$ cat config.mk
export PLATFORM = sky130hd
export DESIGN_NAME = sdf_bitrev_reorder
export DESIGN_NICKNAME = d
export VERILOG_FILES = /design/src/rtl/sdf_bitrev_reorder.sv
export SDC_FILE = /design/constraint.sdc
export NUM_CORES = 1
export LEC_CHECK = 0
export CAP_MARGIN = 20
export CORE_MARGIN = 2
export CORE_UTILIZATION = 61
export CTS_BUF_LIST = sky130_fd_sc_hd__clkbuf_16
export DETAILED_ROUTE_END_ITERATION = 8
export PLACE_DENSITY = 0.86
export SYNTH_ARGS = -nofsm -noshare
export SYNTH_HDL_FRONTEND = slang
export SYNTH_SLANG_ARGS = --single-unit
$ cat constraint.sdc
create_clock -name clk -period 10.4 [get_ports clk]
set_input_delay 1.04 -clock clk [delete_from_list [all_inputs] [get_ports clk]]
set_output_delay 1.04 -clock clk [all_outputs]
set_load 0.05 [all_outputs]
$ cat src/rtl/sdf_bitrev_reorder.sv
// Reorders bit-reversed SDF NTT output frames into natural order.
// Two ping-pong banks of N words: one bank fills while the other drains, so frames stream without stalls.
module sdf_bitrev_reorder #(
  parameter int data_width = 64,
  parameter int log2_n     = 3
) (
  input  logic                  clk,
  input  logic                  rst_n,
  input  logic                  in_valid,
  input  logic [data_width-1:0] in_data,
  output logic                  out_valid,
  output logic [data_width-1:0] out_data,
  output logic                  out_last,
  output logic                  busy
);

  localparam int n = 2 ** log2_n;
  localparam logic [log2_n-1:0] last_idx = {log2_n{1'b1}};
  localparam logic [log2_n-1:0] cnt_zero = {log2_n{1'b0}};
  localparam logic [log2_n-1:0] cnt_one  = log2_n'(1);

  // Reverses every bit of a frame index.
  function automatic logic [log2_n-1:0] bitrev(input logic [log2_n-1:0] idx);
    logic [log2_n-1:0] rev;
    for (int i = 0; i < log2_n; i++) begin
      rev[i] = idx[log2_n-1-i];
    end
    return rev;
  endfunction

  // Bank select is the MSB of the address; the low bits are the in-frame index.
  logic [data_width-1:0] mem_r [0:2*n-1];

  logic [log2_n-1:0]     wr_cnt_r, wr_cnt_nxt_s;
  logic                  wr_bank_r, wr_bank_nxt_s;
  logic [log2_n-1:0]     rd_cnt_r, rd_cnt_nxt_s;
  logic                  rd_bank_r, rd_bank_nxt_s;
  logic                  rd_active_r, rd_active_nxt_s;
  logic                  busy_r, busy_nxt_s;
  logic                  out_valid_r;
  logic                  out_last_r;
  logic [data_width-1:0] out_data_r;
  logic                  frame_done_s;
  logic [data_width-1:0] rd_word_s;

  // Next-state for counters, bank selects and the read-active flag.
  always_comb begin
    frame_done_s    = in_valid && (wr_cnt_r == last_idx);
    wr_cnt_nxt_s    = wr_cnt_r;
    wr_bank_nxt_s   = wr_bank_r;
    rd_cnt_nxt_s    = rd_cnt_r;
    rd_bank_nxt_s   = rd_bank_r;
    rd_active_nxt_s = rd_active_r;
    rd_word_s       = mem_r[{rd_bank_r, rd_cnt_r}];

    if (in_valid) begin
      wr_cnt_nxt_s = wr_cnt_r + cnt_one;
    end else begin
      wr_cnt_nxt_s = wr_cnt_r;
    end

    if (rd_active_r) begin
      rd_cnt_nxt_s    = rd_cnt_r + cnt_one;
      rd_active_nxt_s = (rd_cnt_r != last_idx);
    end else begin
      rd_cnt_nxt_s    = rd_cnt_r;
      rd_active_nxt_s = 1'b0;
    end

    // A completing frame re-arms the reader even on the edge the old read finishes.
    if (frame_done_s) begin
      wr_bank_nxt_s   = ~wr_bank_r;
      rd_bank_nxt_s   = wr_bank_r;
      rd_cnt_nxt_s    = cnt_zero;
      rd_active_nxt_s = 1'b1;
    end else begin
      wr_bank_nxt_s   = wr_bank_r;
      rd_bank_nxt_s   = rd_bank_r;
    end

    busy_nxt_s = (wr_cnt_nxt_s != cnt_zero) || rd_active_nxt_s;
  end

  // Sample storage at the bit-reversed address; contents need no reset.
  always_ff @(posedge clk) begin
    if (in_valid) begin
      mem_r[{wr_bank_r, bitrev(wr_cnt_r)}] <= in_data;
    end
  end

  // Control state and registered outputs.
  always_ff @(posedge clk or negedge rst_n) begin
    if (!rst_n) begin
      wr_cnt_r    <= cnt_zero;
      wr_bank_r   <= 1'b0;
      rd_cnt_r    <= cnt_zero;
      rd_bank_r   <= 1'b0;
      rd_active_r <= 1'b0;
      busy_r      <= 1'b0;
      out_valid_r <= 1'b0;
      out_last_r  <= 1'b0;
      out_data_r  <= {data_width{1'b0}};
    end else begin
      wr_cnt_r    <= wr_cnt_nxt_s;
      wr_bank_r   <= wr_bank_nxt_s;
      rd_cnt_r    <= rd_cnt_nxt_s;
      rd_bank_r   <= rd_bank_nxt_s;
      rd_active_r <= rd_active_nxt_s;
      busy_r      <= busy_nxt_s;
      if (rd_active_r) begin
        out_valid_r <= 1'b1;
        out_last_r  <= (rd_cnt_r == last_idx);
        out_data_r  <= rd_word_s;
      end else begin
        out_valid_r <= 1'b0;
        out_last_r  <= 1'b0;
      end
    end
  end

  assign out_valid = out_valid_r;
  assign out_last  = out_last_r;
  assign out_data  = out_data_r;
  assign busy      = busy_r;

endmodule

==> impl_metrics.tcl <==
set metrics [dict create \
    post_synth.cell_area_avg_um2 23.6 \
    worst_slew_pin_slew_ns 1.09 \
    synth_top_area_cell "edfxtp_1" \
    slew_headroom_pct 27.2 \
    rows 95 \
    antenna_cells 0 \
    drt-total-wl_mm 99.7 \
    postLayoutCellArea_um2 47000 \
    synth_area_um2 41600 \
    synth_top_cells_by_count "edfxtp_1 (1024), mux4_2 (233), dfrtp_1 (76)" \
    grt_usage_pct 28.0 \
    wire_per_inst_um 34.4 \
    postCtsSetupBuffers 0 \
    synth_most_common_cell "edfxtp_1" \
    drt_iter0_drc 2735 \
    hold_class "in2async" \
    cp_data_arrival_time_ns 4.20 \
    p_per_area_nw_per_um2 284 \
    dieArea_um2 70300 \
    worst-path-max-fanout 38 \
    setup_total_negative_slack_ns 0 \
    initial_core_util_pct 61.8 \
    grt_pass1_wl_mm 142 \
    setup_slack_ns 6.48 \
    dpl_worst_slack_ns 5.97 \
    dr.pass1.iters 5 \
    maxCapViolations 0 \
    gp_congestion 0.760 \
    h-tree-depth 3 \
    drc_errors 0 \
    synth_edf_count 1024 \
    area_growth_pct 12.9 \
    grt_antenna_before_repair 1 \
    grt_setup_unrepaired "no" \
    synth.area.top_cells "edfxtp_1 (74%), mux4_2 (13%), dfrtp_1 (4.6%)" \
    cts_tree "built" \
    port_buffers 133 \
    die_h_um 265 \
    die_x_um 265 \
    fin_skew_ns 0.0472 \
    cts-root-buf "clkbuf_16" \
    slew_violations 0 \
    syn_inst 1765 \
    synth_nets 1836 \
    synth-warning-count 0 \
    first_global_vias 20980 \
    finalNetCount 2012 \
    fmax_mhz 255 \
    status "completed" \
    post_cts_resized 0 \
    finalSetupViolations 0 \
    synth_top_area_share_pct 73.9 \
    crit_type "in2reg" \
    postLayoutCoreUtil_pct 69.8 \
    finalPower_uw 13300 \
    irDropWorstVdd_uv 190 \
    async_reset_ff_share_pct 6.91 \
    end_kind "flip-flop" \
    fin_crit_sh_pct 37.7 \
    cts_buffer_depth 3 \
    ioPinCount 134 \
    cts.sinks 1100 \
    ys_seq_area_share_pct 78.4 \
    gr-total-overflow 0 \
    finalCriticalPeriod_ns 3.92 \
    synth-main-ff-cell "edfxtp_1" \
    fillers 3574 \
    cts_buffers 102 \
    dpl-instance-area_um2 43700 \
    vias 20297 \
    power_leakage_uw 0.0150 \
    cp_data_required_time_ns 10.68 \
    synth_cell_types 36 \
    clk_latency_ns 0.68 \
    synth-seq-cells 1100 \
    place_hpwl_mm 47.6 \
    startpoint_type "input pin" \
    ctsHoldBuffers 0 \
    grt_max_degree 108 \
    drive_gt1_share_pct 22.7 \
    routed_via_density 6.99 \
    hold_viol 0 \
    ant_nets 0 \
    core-area_um2 67400 \
    clkTransAtPathRegs_ns 0.07 \
]
worst max-delay path: stages:
cell	delay (ns)
clkdlybuf4s50_1	0.96
nand2_1	0.46
nor2_4	0.91
buf_4	0.75
metrics by stage:
| step | hold slack [ns] | instances |
|---|---|---|
| 2_1_floorplan | 0.349 | 1765 |
| 3_3_place_gp | 0.559 | 2701 |
| 3_5_place_dp | 0.537 | 2704 |
| 4_1_cts | 0.385 | 2896 |
| 5_1_grt | 0.403 | 2902 |
| 6_report | 0.375 | 2902 |
power breakdown:
group / switching, uW / internal, uW / leakage, uW
combinational: 2300 / 1630 / 0.00332
clock: 1640 / 1950 / 0.00164
sequential: 401 / 5410 / 0.0101
worst paths after layout:
kind | from | endpoint | slack [ns] | depth (start not counted)
max | in_valid | mem_r[10][59] | 6.48 | 4
min | rst_n | out_data[10] | 0.38 | 1
max reg2reg | rd_cnt_r[2] | out_data[14] | 7.07 | 5
min reg2reg | out_data[56] | out_data[56] | 0.57 | 2
max in group asynchronous | rst_n | rd_cnt_r[2] | 8.70 | 2
min in group clk | out_data[56] | out_data[56] | 0.57 | 2
logic make-up (layout without fill, tap and decap cells):
group                      Yosys count  count (layout)  share of synthesized area, %
adders and majority gates            4               4                         0.120
AOI/OAI and AO/OA                  132             132                          2.60
buffers and inverters              106             370                          2.06
and+or+nand+nor                     95              95                         0.998
xor gates and xnor gates             3               3                        0.0631
DFF                               1100            1100                          78.4
muxes                              325             325                          15.7
layer usage:
layer	vias to the layer above	share of wire (%)	global-route usage, %
met5	-	0.010	0
met4	2	3.8	12.0
met3	239	9.1	4.45
met2	1453	53	47.5
met1	10682	34	36.9
li1	7921	-	-
state kept, by name (all words and copies together), names as in the netlist:
register / flops
rd_bank_r: 1
rd_active_r: 1
busy: 1
out_data: 64
wr_cnt_r: 3
mem_r: 1024
rd_cnt_r: 3
out_last: 1
wr_bank_r: 1
out_valid: 1
cell usage in the layout, fill, tap and decap left out, types with 29 or more instances in the layout:
master,n
clkinv_1,29
mux2i_1,66
clkdlybuf4s50_1,132
a221oi_1,48
clkbuf_16,103
mux4_2,233
buf_4,35
nor2_1,65
edfxtp_1,1024
o22ai_1,64
dfrtp_1,72
layout make-up:
type | instances | area (um^2) | area share (%)
sequential | 1100 | 32700 | 69.5
inverter | 1 | 3.75 | 0.00798
clock buffer | 103 | 2580 | 5.48
multi-input combinational | 559 | 8250 | 17.5
timing repair buffer | 177 | 1840 | 3.92
tap | 873 | 1090 | 2.32
clock inverter | 89 | 583 | 1.24
No activity file was read; power rests on OpenSTA's default activity.
